[src/rtl/bob.sv]
// bob: branch order buffer that records per-branch predictor state and releases it in program order at retire.
// Optional BOB_STATS_EN adds saturating retire and mispredict counters.
module bob #(
  parameter int DEPTH    = 16,
  parameter int LOGDEPTH = 4,
  parameter int BHRW     = 12,
  parameter int LHW      = 10
) (
  input  logic                clock,
  input  logic                reset_n,
  input  logic                flush_i,
  input  logic                bob_alloc_i,
  input  logic [63:0]         bob_alloc_pc_i,
  input  logic [BHRW-1:0]     bob_alloc_bhr_i,
  input  logic [LHW-1:0]      bob_alloc_lochist_i,
  input  logic                bob_alloc_pred_i,
  input  logic                bob_alloc_chwe_i,
  input  logic                bob_alloc_chud_i,
  output logic                bob_full_o,
  output logic [LOGDEPTH-1:0] bob_tag_o,
  input  logic                bob_rt_valid_i,
  input  logic                bob_rt_brdir_i,
  output logic                bpd_rt_ud_o,
  output logic                bpd_rt_brdir_o,
  output logic [63:0]         bob_pc_r_o,
  output logic [BHRW-1:0]     bob_bhr_r_o,
  output logic [LHW-1:0]      bob_lochist_r_o,
  output logic                bob_ch_we_o,
  output logic                bob_ch_ud_o,
  output logic                bob_flush_o,
  output logic                bob_valid_r_o
`ifdef BOB_STATS_EN
  ,
  output logic [31:0]         bob_nret_o,
  output logic [31:0]         bob_nmisp_o
`endif
);
  typedef struct packed {
    logic [63:0]     pc;
    logic [BHRW-1:0] bhr;
    logic [LHW-1:0]  lh;
    logic            pred;
    logic            chwe;
    logic            chud;
  } ent_t;
  ent_t mem_q [DEPTH];
  ent_t wr_d, hd;
  logic [LOGDEPTH-1:0] head_q, head_d, tail_q, tail_d;
  logic [LOGDEPTH:0] cnt_q, cnt_d;
  logic full, rt_ok, misp, kill, al_ok;
  logic ud_q, ud_d, dir_q, dir_d, chwe_q, chwe_d, chud_q, chud_d, fl_q, fl_d;
  logic [63:0] pc_q, pc_d;
  logic [BHRW-1:0] bhr_q, bhr_d;
  logic [LHW-1:0] lh_q, lh_d;
  always_comb begin
    hd     = mem_q[head_q];
    wr_d   = '{bob_alloc_pc_i, bob_alloc_bhr_i, bob_alloc_lochist_i,
               bob_alloc_pred_i, bob_alloc_chwe_i, bob_alloc_chud_i};
    full   = cnt_q == (LOGDEPTH+1)'(DEPTH);
    rt_ok  = bob_rt_valid_i & (cnt_q != '0);
    misp   = rt_ok & (bob_rt_brdir_i != hd.pred);
    kill   = flush_i | misp;
    // full is sampled before the pop, so a full buffer never accepts into the slot being freed
    al_ok  = bob_alloc_i & ~full & ~kill;
    head_d = head_q + LOGDEPTH'(rt_ok);
    tail_d = kill ? head_d : tail_q + LOGDEPTH'(al_ok);
    cnt_d  = kill ? '0 : cnt_q + (LOGDEPTH+1)'(al_ok) - (LOGDEPTH+1)'(rt_ok);
    ud_d   = rt_ok;
    dir_d  = rt_ok ? bob_rt_brdir_i : dir_q;
    pc_d   = rt_ok ? hd.pc : pc_q;
    bhr_d  = rt_ok ? hd.bhr : bhr_q;
    lh_d   = rt_ok ? hd.lh : lh_q;
    chwe_d = rt_ok ? hd.chwe : chwe_q;
    chud_d = rt_ok ? bob_rt_brdir_i ^ hd.chud : chud_q;
    fl_d   = misp;
  end
  always_ff @(posedge clock or negedge reset_n) begin
    if (!reset_n) begin
      for (int i = 0; i < DEPTH; i++) mem_q[i] <= '0;
      head_q <= '0;
      tail_q <= '0;
      cnt_q  <= '0;
      ud_q   <= 1'b0;
      dir_q  <= 1'b0;
      pc_q   <= '0;
      bhr_q  <= '0;
      lh_q   <= '0;
      chwe_q <= 1'b0;
      chud_q <= 1'b0;
      fl_q   <= 1'b0;
    end else begin
      if (al_ok) mem_q[tail_q] <= wr_d;
      head_q <= head_d;
      tail_q <= tail_d;
      cnt_q  <= cnt_d;
      ud_q   <= ud_d;
      dir_q  <= dir_d;
      pc_q   <= pc_d;
      bhr_q  <= bhr_d;
      lh_q   <= lh_d;
      chwe_q <= chwe_d;
      chud_q <= chud_d;
      fl_q   <= fl_d;
    end
  end
  assign bob_full_o      = full;
  assign bob_tag_o       = tail_q;
  assign bpd_rt_ud_o     = ud_q;
  assign bpd_rt_brdir_o  = dir_q;
  assign bob_pc_r_o      = pc_q;
  assign bob_bhr_r_o     = bhr_q;
  assign bob_lochist_r_o = lh_q;
  assign bob_ch_we_o     = ud_q & chwe_q;
  assign bob_ch_ud_o     = chud_q;
  assign bob_flush_o     = fl_q;
  assign bob_valid_r_o   = fl_q;
`ifdef BOB_STATS_EN
  logic [31:0] nret_q, nret_d, nmisp_q, nmisp_d;
  always_comb begin
    nret_d  = nret_q + 32'(rt_ok & ~&nret_q);
    nmisp_d = nmisp_q + 32'(misp & ~&nmisp_q);
  end
  always_ff @(posedge clock or negedge reset_n) begin
    if (!reset_n) begin
      nret_q  <= '0;
      nmisp_q <= '0;
    end else begin
      nret_q  <= nret_d;
      nmisp_q <= nmisp_d;
    end
  end
  assign bob_nret_o  = nret_q;
  assign bob_nmisp_o = nmisp_q;
`endif
endmodule

[config.mk]
export PLATFORM = sky130hd
export DESIGN_NAME = bob
export DESIGN_NICKNAME = d
export VERILOG_FILES = /design/src/rtl/bob.sv
export SDC_FILE = /design/constraint.sdc
export NUM_CORES = 2
export LEC_CHECK = 0
export ABC_AREA = 0
export CAP_MARGIN = 40
export CORE_ASPECT_RATIO = 0.5
export CORE_MARGIN = 8
export CORE_UTILIZATION = 57
export CTS_CLUSTER_DIAMETER = 80
export CTS_CLUSTER_SIZE = 30
export DETAILED_ROUTE_END_ITERATION = 12
export DONT_BUFFER_PORTS = 1
export GPL_ROUTABILITY_DRIVEN = 0
export MAX_ROUTING_LAYER = met4
export PLACE_DENSITY = 0.68
export RECOVER_POWER = 100
export SLEW_MARGIN = 5
export SYNTH_ARGS = -nofsm -noshare
export SYNTH_HDL_FRONTEND = slang
export SYNTH_SLANG_ARGS = --single-unit
[constraint.sdc]
create_clock -name clock -period 5 [get_ports clock]
set_input_delay 1 -clock clock [delete_from_list [all_inputs] [get_ports clock]]
set_output_delay 1 -clock clock [all_outputs]
set_load 0.01 [all_outputs]
==> results <==
- Of the available clock period, the critical path in the final layout requires 87.0%.
- The worst clock skew on the final layout is 0.0234 ns.
- The final reports fail on max-capacitance violations, max-slew violations.
- The worst setup slack after placement is 1.03 ns.
- Summing all multi-input logic gate instances after layout gives 0.0282 mm^2.
- The initialized floorplan defines 89 standard-cell rows.
- The count of input and output buffers is 0.
- Of all nets on the critical path, the largest fanout is 40.
- The full die area is 0.132 mm^2.
- The post-synthesis cell type count is 42.
- Before antenna repair, the detailed router went through 5 iterations.
- The post-detailed-routing wire length is 162000 um.
- The detailed-route DRC error count is 0.
- The final standard cell utilization of the core is 60.1%.
- The analysis attributes to cell leakage a power of 0.0319 uW.
- For this design the top-level I/O count stands at 192.
- The overall power is 42600 uW.
- Static timing analysis puts the maximum clock frequency at 230 MHz.
- Headroom to the max-slew limit came out at -130%.
- The critical path endpoint category is a flip-flop.
- In this run the deepest clock path goes through 3 buffers.
- CTS placed an instance of clkbuf_16 at the clock tree root.
- The max-slew violation count came to 918.
- After clock tree synthesis, the clock-pin slew on the worst setup and hold paths is 0.11 ns.
- The die is 505 um wide.
- The detailed router placed 37200 vias in this run.
- The overall global routing resource usage is 25.3%.
- The proportion of synthesized chip area in sequential cells is 56.1%.
- The layout has 8869 filler cells.
- The detailed router finished its first iteration with 3132 violations.
- Summing all flip-flop and latch instances after layout gives 0.0383 mm^2.
- The number of antenna violations at the first check in global routing was 1.
- The pin slew with the least headroom to its limit is 3.44 ns.
- Counting every instance in the synthesized netlist gives 4427.
- In this run, synthesis produced a sequential element count of 1528.
- The number of global-route vias before repair is 39200.
- Summed over all nets, the half-perimeter wirelength after detailed placement is 90800 um.
- Setup repair after global routing left no endpoint under its margin.
- Once the floorplan was initialized, standard cells occupied 57.6% of the core.
- The final hold violation count is 0.
- Once detail routing completed, the nets flagged for antenna violations numbered 0.
- The worst min-delay path category is primary input to async pin.
- The total CTS buffers is 56.
- After detailed placement, the design holds a cell count of 5713.
- The critical setup path kind is flip-flop to flip-flop.
- The die height is 260 um.
- The core region is 0.118 mm^2.
- In the final design database the tool counted 4287 nets.
- The maximum level of the CTS H-tree is 2.
- In the routed layout, each cell is associated on average with a via count of 6.44.
- The pin count of the biggest net entering global routing is 254.
- The growth of design area from synthesis to finish is 4.37%.
- The time the worst path needs with I/O delays and setup is 4.35 ns.
- The data arrival time of the critical path is 4.98 ns.
- The average size of a mapped cell is 15.4 um^2.
- The routed length per instance is 27.9 um.
- The TritonCTS clock tree is done.
- During synthesis, Yosys emitted a total of 0 warnings.
- The post-synth net total is 4533.
- At the worst endpoint, the required time is 5.63 ns.
- The summed negative setup slack over all endpoints is 0 ns.
- The count of max-cap constraint violations is 7.
- The first-pass GRT wire length is 252000 um.
- The count of clock tree sinks is 1528.
- The worst-case vdd ir drop is 0.462 mV.
- The clock latency at the later pin of the worst-skew pair is 0.71 ns.
- The run finished, with violations left.
- The worst setup path is launched from a flip-flop.
- The worst path meets setup with 0.649 ns of slack.
- The total power density per cell area is 598 mW/mm^2.
- Once layout is complete, the cells apart from fillers number 5780.
- Setup violations remaining at the end of the flow were counted as 0.
- The share of final-layout standard cells stronger than drive strength 1 is 45.1%.
- Global routing finished with a remaining overflow of 0.
- The area of the mapped netlist is 0.0681 mm^2.
## report_power, final
| part | internal (uW) | total, uW | switching, uW |
|---|---|---|---|
| sequential | 17500 | 20500 | 3030 |
| clock | 2080 | 5770 | 3690 |
| combinational | 8900 | 16300 | 7350 |
## sequential cells by signal (all words and copies together), names as in the netlist, 4 cells and up
signal	cells
bob_bhr_r_o	12
bob_lochist_r_o	10
bob_pc_r_o	64
bob_tag_o	4
cnt_q	5
head_q	4
mem_q	1424
## routing by layer
layer | wire length (um) | track usage [%] | vias up
li1 | - | - | 15800
met1 | 76900 | 37.4 | 20600
met2 | 74500 | 38.6 | 685
met3 | 7160 | 3.34 | 174
met4 | 2920 | 4.47 | 0
met5 | 0 | - | -
## path summary, 6_finish.rpt
check,start,depth (start not counted),slack [ns],to
worst max register to register,head_q[1],7,0.65,bob_pc_r_o[58]
max in group asynchronous,reset_n,3,1.39,mem_q[500]
min in group clock,bob_alloc_pc_i[34],1,0.43,mem_q[1394]
worst min register to register,mem_q[173],1,0.50,mem_q[173]
worst min-delay path,reset_n,1,0.20,mem_q[456]
worst max-delay path,head_q[1],7,0.65,bob_pc_r_o[58]
## layout by cell type (no fill, tap or decap), drive strengths merged, types with 2 or more instances in the layout
cell type     n
nor2b         3
mux4        263
or2           4
o22ai        35
a211oi       35
nand2       113
nor4         16
nor3         35
a21oi         3
clkbuf       78
buf          73
mux2       1463
o221ai      104
xnor2         5
nor2         43
a221oi        3
ha           10
inv          12
a22oi         2
dfrtp      1528
and2          3
xor2          4
o21ai       109
diode         5
mux2i       221
nand2b        6
## cell families after synthesis
family                   count (synthesis)  share of synthesized area (%)
XOR/XNOR                                 9                          0.116
AO/OA/AOI/OAI                          296                           3.02
multiplexers                          1947                           36.1
flip-flops                            1528                           56.1
buffers and inverters                  408                           2.68
adder cells (fa/ha/maj)                 11                          0.213
AND/OR/NAND/NOR                        228                           1.73
## synth_stat cells
| cell type | count | area share [%] |
|---|---|---|
| o221ai_1 | 104 | 1.3 |
| a221oi_1 | 3 | 0.039 |
| nor4_2 | 7 | 0.13 |
| nor3_1 | 35 | 0.26 |
| a22o_1 | 1 | 0.013 |
| o21ai_1 | 2 | 0.015 |
| ha_1 | 10 | 0.18 |
| xor2_1 | 4 | 0.051 |
| mux2i_1 | 221 | 3.2 |
| nand3_1 | 1 | 0.0073 |
| nand4b_1 | 1 | 0.013 |
| inv_1 | 13 | 0.072 |
| mux2_2 | 1454 | 24 |
| nand2b_1 | 6 | 0.055 |
| or3b_1 | 1 | 0.013 |
| o21ai_0 | 107 | 0.79 |
| or4_1 | 1 | 0.011 |
| a211oi_1 | 35 | 0.39 |
| a21o_1 | 1 | 0.011 |
| o2111ai_4 | 1 | 0.039 |
| nor2b_1 | 3 | 0.028 |
| nand2_1 | 113 | 0.62 |
| buf_4 | 17 | 0.19 |
| xnor2_1 | 5 | 0.064 |
| nor2_1 | 43 | 0.24 |
| fa_1 | 1 | 0.029 |
| clkbuf_1 | 190 | 1.0 |
| nor4_4 | 9 | 0.28 |
| o22ai_1 | 35 | 0.32 |
| a221o_1 | 1 | 0.015 |
| a22oi_1 | 2 | 0.022 |
| dfrtp_1 | 1528 | 56 |
| mux4_2 | 263 | 8.7 |
| buf_2 | 129 | 0.95 |
| or3_1 | 1 | 0.0092 |
| or2_2 | 4 | 0.037 |
| buf_6 | 9 | 0.15 |
| a2bb2o_1 | 1 | 0.015 |
| buf_1 | 50 | 0.28 |
| and2_1 | 3 | 0.028 |
| mux2_1 | 9 | 0.15 |
| a21oi_1 | 3 | 0.022 |
## worst max-delay path, cell delays in order, from the launching register on
cell and delay (ns):
dfrtp_4 0.84, buf_4 0.59, nand2_2 1.02, buf_12 0.57, o22ai_1 0.19, mux2i_1 0.10
a211oi_1 0.65, mux2_2 0.29
## what timing repair did
item / 4_1_cts / 5_1_grt
resized for setup: 0 / 0
hold endpoints to repair: 59 / 0
hold buffers: 1 / 0
buffers inserted: 0 / 0
## through the flow
stage / area (um^2) / hold slack (ns)
2_1_floorplan: 68100 / 0.453
3_3_place_gp: 69600 / 0.465
3_5_place_dp: 69700 / 0.476
6_report: 71100 / 0.203
4_1_cts: 71200 / 0.0955
5_1_grt: 71100 / 0.203
## cell type report
type / count / area share, %
antenna: 5 / 0.0176
tap: 1592 / 2.80
sequential: 1528 / 53.8
multi-input combinational: 2491 / 39.6
timing repair buffer: 91 / 1.69
clock buffer: 60 / 2.04
inverter: 13 / 0.0704
Power figures use the tool's default switching activity.
